`config.mk`:
```
export PLATFORM = sky130hd
export DESIGN_NAME = beacon_tx
export DESIGN_NICKNAME = d
export VERILOG_FILES = /design/src/rtl/beacon_tx.sv
export SDC_FILE = /design/constraint.sdc
export NUM_CORES = 1
export LEC_CHECK = 0
export ABC_AREA = 1
export CORE_UTILIZATION = 61
export CTS_BUF_LIST = sky130_fd_sc_hd__clkbuf_16
export DETAILED_ROUTE_END_ITERATION = 12
export GPL_TIMING_DRIVEN = 0
export PLACE_DENSITY = 0.79
export SLEW_MARGIN = 40
export SYNTH_ARGS = -nofsm -noshare
export SYNTH_HDL_FRONTEND = slang
export SYNTH_SLANG_ARGS = --single-unit
```
`constraint.sdc`:
```
create_clock -name clk -period 6.6 [get_ports clk]
set_input_delay 0.99 -clock clk [delete_from_list [all_inputs] [get_ports clk]]
set_output_delay 0.99 -clock clk [all_outputs]
set_load 0.05 [all_outputs]
```
`src/rtl/beacon_tx.sv`:
```
// IR beacon transmitter: square-wave carrier at one of three selectable
// frequencies, sent as bursts of N periods, optionally repeated with silent gaps.
module beacon_tx #(
  parameter int HALF1   = 50000,
  parameter int HALF2   = 25000,
  parameter int HALF3   = 16667,
  parameter int GAP_CYC = 10000000
) (
  input  logic       clk,
  input  logic       rst_n,
  input  logic       start,
  input  logic [1:0] sel,
  input  logic [7:0] burst_len,
  input  logic       repeat_en,
  input  logic       stop,
  output logic       ir_out,
  output logic       busy,
  output logic       done,
  output logic [1:0] cur_sel
);

  typedef enum logic [1:0] {IDLE, MARK, GAP} state_t;

  localparam logic [16:0] H1_LAST  = 17'(HALF1 - 1);
  localparam logic [16:0] H2_LAST  = 17'(HALF2 - 1);
  localparam logic [16:0] H3_LAST  = 17'(HALF3 - 1);
  localparam logic [23:0] GAP_LAST = 24'(GAP_CYC - 1);

  state_t      state_reg, state_next;
  logic [16:0] half_reg, half_next;
  logic [8:0]  period_reg, period_next;
  logic [23:0] gap_reg, gap_next;
  logic [1:0]  sel_reg, sel_next;
  logic [7:0]  len_reg, len_next;
  logic        rep_reg, rep_next;
  logic        ir_reg, ir_next;
  logic        done_reg, done_next;
  logic [16:0] half_last;
  logic        go_idle;

  // burst_len of 0 encodes a full 256-period burst
  function automatic logic [8:0] load_len(input logic [7:0] l);
    return (l == 8'd0) ? 9'd256 : {1'b0, l};
  endfunction

  always_comb begin
    case (sel_reg)
      2'b01:   half_last = H1_LAST;
      2'b10:   half_last = H2_LAST;
      2'b11:   half_last = H3_LAST;
      default: half_last = 17'd0;
    endcase
  end

  always_ff @(posedge clk or negedge rst_n) begin
    if (!rst_n) begin
      state_reg  <= IDLE;
      half_reg   <= '0;
      period_reg <= '0;
      gap_reg    <= '0;
      sel_reg    <= '0;
      len_reg    <= '0;
      rep_reg    <= 1'b0;
      ir_reg     <= 1'b0;
      done_reg   <= 1'b0;
    end else begin
      state_reg  <= state_next;
      half_reg   <= half_next;
      period_reg <= period_next;
      gap_reg    <= gap_next;
      sel_reg    <= sel_next;
      len_reg    <= len_next;
      rep_reg    <= rep_next;
      ir_reg     <= ir_next;
      done_reg   <= done_next;
    end
  end

  always_comb begin
    state_next  = state_reg;
    half_next   = half_reg;
    period_next = period_reg;
    gap_next    = gap_reg;
    sel_next    = sel_reg;
    len_next    = len_reg;
    rep_next    = rep_reg;
    ir_next     = ir_reg;
    done_next   = 1'b0;
    go_idle     = 1'b0;

    case (state_reg)
      IDLE: begin
        if (start && !stop && (sel != 2'b00)) begin
          state_next  = MARK;
          sel_next    = sel;
          len_next    = burst_len;
          rep_next    = repeat_en;
          ir_next     = 1'b1;
          half_next   = '0;
          period_next = load_len(burst_len);
        end
      end
      MARK: begin
        if (stop) begin
          go_idle = 1'b1;
        end else if (half_reg == half_last) begin
          half_next = '0;
          if (ir_reg) begin
            ir_next = 1'b0;
          end else if (period_reg == 9'd1) begin
            // low half of the final period just ended
            if (rep_reg) begin
              state_next = GAP;
              gap_next   = '0;
            end else begin
              go_idle = 1'b1;
            end
          end else begin
            period_next = period_reg - 9'd1;
            ir_next     = 1'b1;
          end
        end else begin
          half_next = half_reg + 17'd1;
        end
      end
      GAP: begin
        if (stop) begin
          go_idle = 1'b1;
        end else if (gap_reg == GAP_LAST) begin
          state_next  = MARK;
          ir_next     = 1'b1;
          half_next   = '0;
          period_next = load_len(len_reg);
        end else begin
          gap_next = gap_reg + 24'd1;
        end
      end
      default: state_next = IDLE;
    endcase

    if (go_idle) begin
      state_next  = IDLE;
      ir_next     = 1'b0;
      done_next   = 1'b1;
      sel_next    = 2'b00;
      half_next   = '0;
      period_next = '0;
      gap_next    = '0;
    end
  end

  assign ir_out  = ir_reg;
  assign busy    = (state_reg != IDLE);
  assign done    = done_reg;
  assign cur_sel = sel_reg;

endmodule

```
# Word level (Yosys, flattened, before mapping)
# Index checks and enable logic that the tools add are counted.
# op_classes
addsub,3
n_eq_ne,18
muxes,58
n_reduce_logical,19
# op_table
operator,n
$mux 24,8
$mux 17,6
$mux 9,10
$pmux 17 s3,1
$pmux 16 s3,1
$pmux 24 s2,1
$ne 3x3->1 const B,10
$pmux 9 s3,1
$add 24x1->24 const B,1
$eq 24x24->1 const B,1
$mux 2,12
$reduce_and 8->1,3
$add 17x1->17 const B,1
$eq 17x17->1,1
$logic_not 8->1,2
$mux 1,15
$eq 9x1->1 const B,1
$sub 9x1->9 const B,1
$reduce_bool 2->1,4
$eq 2x2->1 const B,3
$pmux 2 s3,1
$reduce_and 6->1,1
$reduce_and 5->1,1
$eq 2x1->1 const B,2
8 further kinds,10
# totals
regBits,65
output_inout_bits,5
word_cells,107

# Depth between registers and ports, before layout
# Gate-level depths: netlist (run 1).
# depth
depth_word,8
depth_mapped,18
ltp_nobuf,17

# Least setup slack after synthesis (run 1)
# Ideal clock, no wire load.
# synth_timing
path_type,register to register
from,"register sel_reg[0], in the netlist cur_sel[0]"
to,register gap_reg[10]
t_arrival_ps,2423
t_required_ps,6483
setup_slack_ps,4060
path_stages_with_launch,18
n_path_buf,2
synth_period_minus_slack_ps,2540
path_cell_list,dfrtp_1 > inv_1 > ha_1 > inv_1 > nand2_1 > nand2_1 > nor2_1 > nand2_1 > nor2_2 > nand3_1 > nand2_2 > nand2_4 > buf_6 > nand2_2 > nand4_4 > buf_2 > nand2_1 > nand2_1
# synth_via
elab_chain_cells,8
word_cells_on_any_way,18
classes_between,eq/ne (11); mux (5); reduce/logical (2)
# synth_rtl
element,line,text
start: declaration,33,"logic [1:0] sel_reg, sel_next;"
start signal: assignment,71,sel_reg <= sel_next;
$eq 2x2->1 or $eq 2x1->1 (tied branches),47,case (sel_reg)
$pmux 16 s3 (*),47,
$eq 17x17->1 (*),106,end else if (half_reg == half_last) begin
$mux 1,106,
$mux 1,104,if (stop) begin
$pmux 1 s2,91,case (state_reg)
$ne 3x3->1 (no line) or $reduce_bool 3->1 (tied branches),--,
$reduce_and 8->1 (no line),--,
end signal: assignment,70,gap_reg <= gap_next;
end: declaration,32,"logic [23:0] gap_reg, gap_next;"
# Every way passes the cells marked *; elsewhere a longest branch is shown, timed or not.
# A chain may end at the register's enable or synchronous reset.

# Worst setup path in the final report (run 1)
# layout_timing
from,register state_reg[0]
to,output busy
# layout_via
elab_chain_cells,1
# layout_rtl
element,line,text
start: declaration,29,"state_t state_reg, state_next;"
start signal: assignment,67,state_reg <= state_next;
$reduce_bool 2->1,153,assign busy = (state_reg != IDLE);
end: declaration,17,"output logic busy,"
# No other way between the ends.

==> out/qor.txt, run 1 <==
status: completed
R2R Setup Slk: 3.84 ns
Synth Area in XOR/XNOR: 0.0455
synth unique cells: 37
H-tree depth: 3
routed vias: 4626
gr ovfl total: 0
Hold Path Sink: period_reg[1]
RSZ-0062 raised after global routing: no
R2R cell count: 9
YS warnings: 0
cts-stage hold buffer count: 0
cell internal pwr: 0.00112 W
Slew Viols, Final: 0
Post-Synth Simple-Gate Area: 0.388
clock root buffer: clkbuf_16
total CTS buffers: 9
Slew @ Worst Pin: 0.718 ns
Setup Fix Bufs, Post-CTS: 0
Placer Congestion: 0.931
Post-Syn Area: 0.00462 mm2
total wire length: 12400 um
Setup Viol. Count Final: 0
Worst setup EP type: output pin
clock skew: 0.00335 ns
initial antenna violation count: 0
CP most frequent cell: inv_1
Fillers: 627
Final Worst Setup Slack: 3.63 ns
HPWL after detailed placement: 9170 um
clk_lat worst skew: 0.33 ns
Critical Path Start Type: register
IO Pins: 20
Layout area overhead: 13.6%
number of synthesized flops with an enable pin: 0
fin crit period: 2.97 ns
commonest non-fill, non-tap cells in the layout: 203 x nand2_1, 77 x inv_1, 65 x dfrtp_1
nets: 734
predominant post-synthesis flop cell: dfrtp_1
largest net degree at the start of global routing: 43
placed cell areas: 0.00495 mm2
LEAKAGE: 2.47 nW
max reg flops: 24
RR Startpoint: gap_reg[0]
Cell Rows: 31
# diodes: 0
Avg Inst Size Synth: 6.84 um2
HP Class: register to register
max-cap check violation count: 0
final hold violations: 0
first-pass GRT wire length: 20300 um
min-delay src: period_reg[1]
DR pass1 iterations: 5
leading cell type in the layout, fill and taps excluded: nand2_1
CTS tree: done
full die area: 0.00793 mm2
post-route design area: 0.00525 mm2
Routed Antenna Nets: 0
logic gate share of total power: 0.526
Avg WL per Cell: 15.3 um
Max IR drop VDD: 0.255 mV
post-synthesis sequential area ratio: 0.352
mux contribution to synthesized area: 0
Cells after Synth: 676
Initial DRC Count: 359
net switching power: 0.00105 W
Min-Delay Path Depth: 2
vias in the first global route: 4279
setup_tns: 0 ns
Tcrit/Tclk final: 0.450
fraction of layout cells with a size suffix above 1: 0.0801
Worst-path clk slew: 0.06 ns
die width: 89.1 um
complex-gate fraction of the synthesized area: 0.0888
Pwr Density: 413 mW/mm2
dpl ws: 3.63 ns
Setup CP Type: register to output pin
Clk network pwr share: 0.222
slowest cell delay on critical path: 0.82 ns
IO Port Bufs: 19
largest family of logic cells by synthesized area: simple AND/OR/NAND/NOR gates
sequential share of power: 0.253
total core area: 0.00729 mm2
Slowest-stage cell, CP: clkdlybuf4s50_1
Max Fclk: 0.336 GHz
Total GRT Usage: 0.338
worst path required time: 5.61 ns
asr flop ratio synth: 1.00
clock sinks: 65
worst path cell trace: inv_1 -> ha_1 -> inv_1 -> clkdlybuf4s50_1
Die Ht: 89.1 um
Worst R2R End: half_reg[11]
post-CTS resize count: 0
Post-Synth Adder-Cell Area: 0.0325
FF+latch count, synth: 65
Slew HR: 0.517
critical path peak fanout: 4
Total Power: 0.00217 W
residual DRC count: 0
WP data arrival: 1.98 ns
maximum buffer depth of the clock tree: 2
Switching Fraction: 0.483
Starting Density: 0.634
post-synthesis net count: 703
Via-to-Cell Ratio: 5.70
cells by family (layout without fill, tap and decap cells):
| kind of cell | count (synthesis) | count (layout) |
|---|---|---|
| simple gates | 396 | 396 |
| buf+inv | 103 | 139 |
| compound gates | 76 | 76 |
| flops | 65 | 65 |
| xor+xnor | 24 | 24 |
| fa+ha+maj | 12 | 12 |
layer usage:
| metal | up-vias | wire length [um] | GRT usage |
|---|---|---|---|
| li1 | 2262 | - | - |
| met1 | 2152 | 5510 | 0.463 |
| met2 | 192 | 5740 | 0.536 |
| met3 | 20 | 956 | 0.0720 |
| met4 | 0 | 183 | 0.110 |
| met5 | - | 0 | 0 |
synth_stat cells (5+ instances only):
cell        n  area share
nand3_1    49       0.053
ha_1       12       0.032
o21ai_1     8      0.0087
xnor2_1     5      0.0095
nand2_2     5      0.0068
nand2_1   203        0.16
nand4_1    25       0.034
buf_2       6      0.0065
inv_1      77       0.063
xor2_1     19       0.036
nor4_1     13       0.018
inv_2       9      0.0073
dfrtp_1    65        0.35
nand3b_1   10       0.016
o21ai_0    43       0.047
a21oi_1    16       0.017
nor3_1     17       0.018
nor2_1     62       0.050
through the flow:
step | utilization | hold WS (ns) | cells
6_report | 0.720 | 0.481 | 811
3_5_place_dp | 0.679 | 0.472 | 795
2_1_floorplan | - | 0.442 | 676
5_1_grt | 0.720 | 0.501 | 811
3_3_place_gp | 0.677 | 0.462 | 794
4_1_cts | 0.720 | 0.486 | 811
worst max path at each step:
stage / from / endpoint / slack, ns / cells past startpoint
after floorplan: cur_sel[0] / gap_reg[10] / 4.06 / 17
after CTS: state_reg[0] / busy / 3.64 / 4
after detailed placement: stop / gap_reg[14] / 3.63 / 8
after global placement: rst_n / period_reg[6] / 2.35 / 1
after global routing: cur_sel[0] / period_reg[4] / 3.53 / 13
final: state_reg[0] / busy / 3.63 / 4
cell type report:
class	count	area, um2	area share
clock inverters	7	70.1	0.0133
multi-input cells	508	2560	0.488
plain buffers	17	110	0.0210
clock buffers	9	225	0.0429
inverters	86	323	0.0615
well taps	99	124	0.0236
repair buffers	20	208	0.0396
flip-flops and latches	65	1630	0.310
power by group through the flow:
stage / registers (W) / logic [W] / clock network (W)
after global placement: 0.000550 / 0.00109 / 0
after detailed placement: 0.000553 / 0.00111 / 0
after floorplan: 0.000565 / 0.000792 / 0
after CTS: 0.000546 / 0.00112 / 0.000483
final: 0.000547 / 0.00114 / 0.000480
after global routing: 0.000557 / 0.00127 / 0.000499
critical path: cells and delay by family (launching register included):
kind	cells	cell delay, ns
adder cells (fa/ha/maj)	1	0.22
buffers and inverters	3	1.04
flip-flops	1	0.40
Power figures use the tool's default switching activity.
==> inputs of run 2 (changes only) <==
--- a/config.mk
+++ b/config.mk
@@ -6,11 +6,11 @@
 export NUM_CORES = 1
 export LEC_CHECK = 0
 export ABC_AREA = 1
-export CORE_UTILIZATION = 61
+export CORE_UTILIZATION = 56
 export CTS_BUF_LIST = sky130_fd_sc_hd__clkbuf_16
 export DETAILED_ROUTE_END_ITERATION = 12
 export GPL_TIMING_DRIVEN = 0
-export PLACE_DENSITY = 0.79
+export PLACE_DENSITY = 0.76
 export SLEW_MARGIN = 40
 export SYNTH_ARGS = -nofsm -noshare
 export SYNTH_HDL_FRONTEND = slang
==> constraint.sdc (replaced) <==
create_clock -name clk -period 2.6 [get_ports clk]
set_input_delay 0.39 -clock clk [delete_from_list [all_inputs] [get_ports clk]]
set_output_delay 0.39 -clock clk [all_outputs]
set_load 0.05 [all_outputs]
==> run 2 against run 1 <==
Effect of this change: routed wire length increased by 5.5%; combinational power increased to 3.2 times the previous value; non-clock buffer count increased by 18; core utilization decreased by 0.63 points; die area increased by 8.7%; register-to-register slack got worse by 3.7 ns; total power increased to 2.9 times the previous value; global-route usage decreased by 3.1 points; design area increased by 6.7%; first-iteration DRC count increased by 4.7%; critical path type is now register to register; critical endpoint is now gap_reg[23].
==> out/qor.txt, run 2 (synthesis gave the netlist of run 1 again) <==
status: completed
nets: 754
RR Startpoint: cur_sel[0]
Max Fclk: 0.401 GHz
Worst-path clk slew: 0.06 ns
Slew @ Worst Pin: 0.623 ns
setup_tns: 0 ns
Total GRT Usage: 0.307
Layout area overhead: 21.1%
sequential share of power: 0.226
clk_lat worst skew: 0.33 ns
WP data arrival: 2.70 ns
worst path required time: 2.81 ns
clock root buffer: clkbuf_16
Cell Rows: 32
Clk network pwr share: 0.195
gr ovfl total: 0
IO Pins: 20
vias in the first global route: 4407
initial antenna violation count: 0
CTS tree: done
post-route design area: 0.00560 mm2
Slew Viols, Final: 0
max reg flops: 24
fin crit period: 2.49 ns
# diodes: 0
Via-to-Cell Ratio: 5.77
final hold slack: 0.482 ns
Slew HR: 0.581
logic gate share of total power: 0.579
Max IR drop VDD: 0.687 mV
total core area: 0.00785 mm2
cell internal pwr: 0.00329 W
Final Worst Setup Slack: 0.106 ns
Tcrit/Tclk final: 0.959
HP Class: register to register
die width: 92.9 um
largest net degree at the start of global routing: 39
IO Port Bufs: 19
number of cells after detailed placement: 798
final hold violations: 0
Starting Density: 0.589
LEAKAGE: 2.59 nW
Die Ht: 92.9 um
worst path cell trace: buf_4 -> ha_1 -> nand2_1 -> nand2_1 -> nor2_1 -> nand2_1 -> nor2_4 -> nand3_1 -> nand2_2 -> nand2_4 -> buf_8 -> nand2_4 -> nand4_4 -> buf_4 -> nand2_1 -> o21ai_0
routed vias: 4815
Initial DRC Count: 376
commonest non-fill, non-tap cells in the layout: 201 x nand2_1, 72 x inv_1, 63 x dfrtp_1
Setup Viol. Count Final: 0
Setup CP Type: register to register
Pwr Density: 1110 mW/mm2
placed cell areas: 0.00496 mm2
DR pass1 iterations: 5
R2R Setup Slk: 0.11 ns
full die area: 0.00862 mm2
maximum buffer depth of the clock tree: 2
H-tree depth: 3
dpl ws: -0.0736 ns
clock skew: 0.00531 ns
Avg WL per Cell: 15.7 um
critical path peak fanout: 6
Worst setup EP type: register
CP most frequent cell: nand2_1
slowest cell delay on critical path: 0.46 ns
Routed Antenna Nets: 0
net switching power: 0.00293 W
total CTS buffers: 9
worst setup path start: cur_sel[0]
Switching Fraction: 0.471
first-pass GRT wire length: 20700 um
total wire length: 13100 um
residual DRC count: 0
R2R cell count: 16
fraction of layout cells with a size suffix above 1: 0.131
Critical Path Start Type: register
clock sinks: 65
Placer Congestion: 0.935
critical path endpoint: gap_reg[23]
Slowest-stage cell, CP: dfrtp_2
max-cap check violation count: 0
leading cell type in the layout, fill and taps excluded: nand2_1
HPWL after detailed placement: 9160 um
Worst R2R End: gap_reg[23]
fin cells: 834
-- run 2: changes by cell type in the layout (fill, tap and decap cells not counted), moves of 3 or more --
cell     previous run  this run
buf_4               3        16
buf_6               4         7
ha_1               12         9
inv_1              77        72
inv_2               9        12
nand2_4             1         4
nor2_1             62        59
nor2_4              1         4
nor4_1             13        10
nor4_2              0         3
-- run 2: how the worst min path moves through the flow --
stage	to	cells after the start	slack, ns	startpoint
3_3_place_gp	period_reg[1]	2	0.46	period_reg[1]
3_5_place_dp	gap_reg[10]	1	0.34	rst_n
5_1_grt	gap_reg[4]	2	0.53	gap_reg[4]
6_report	gap_reg[4]	2	0.48	gap_reg[4]
2_1_floorplan	cur_sel[0]	0	0.09	rst_n
4_1_cts	period_reg[1]	2	0.48	period_reg[1]
-- run 2: what timing repair did --
item / 4_1_cts / 5_1_grt
hold buffers: 1 / 0
resized for setup: 5 / 42
endpoints found under the hold margin: 27 / 0
cloned: 0 / 6
pin swaps: 0 / 6
buffers inserted: 0 / 13
setup endpoints to repair: 31 / 53
-- run 2: cell type report --
cell class	instances	area, um2
multi-input cells	510	2720
inverters	86	329
clock inverters	7	70.1
repair buffers	38	370
well taps	102	128
fillers	641	2250
plain buffers	17	134
flip-flops and latches	65	1630
clock buffers	9	225
-- run 2: layer usage --
metal,up-vias,routed length [um],track usage
met2,216,6050,0.496
met3,29,1060,0.0558
met5,-,0,0
met4,0,230,0.0923
li1,2319,-,-
met1,2251,5730,0.418
-- run 2: critical path, delay by kind of cell, from the launching register on --
family          cells  cell delay, ns
flops               1            0.46
simple gates       11            1.11
compound gates      1            0.08
fa+ha+maj           1            0.21
buf+inv             3            0.52
-- run 2: through the flow --
| stage | total power (W) | util |
|---|---|---|
| 3_5_place_dp | 0.00422 | 0.632 |
| 6_report | 0.00622 | 0.714 |
| 5_1_grt | 0.00663 | 0.714 |
| 4_1_cts | 0.00547 | 0.673 |
| 2_1_floorplan | 0.00345 | - |
| 3_3_place_gp | 0.00415 | 0.630 |
-- run 2: power by group through the flow --
stage	Clock (W)	Combinational (W)	Sequential [W]
CTS	0.00122	0.00286	0.00139
global placement	0	0.00276	0.00140
detailed placement	0	0.00281	0.00141
floorplan	0	0.00201	0.00143
global route	0.00127	0.00394	0.00142
finish	0.00121	0.00360	0.00140
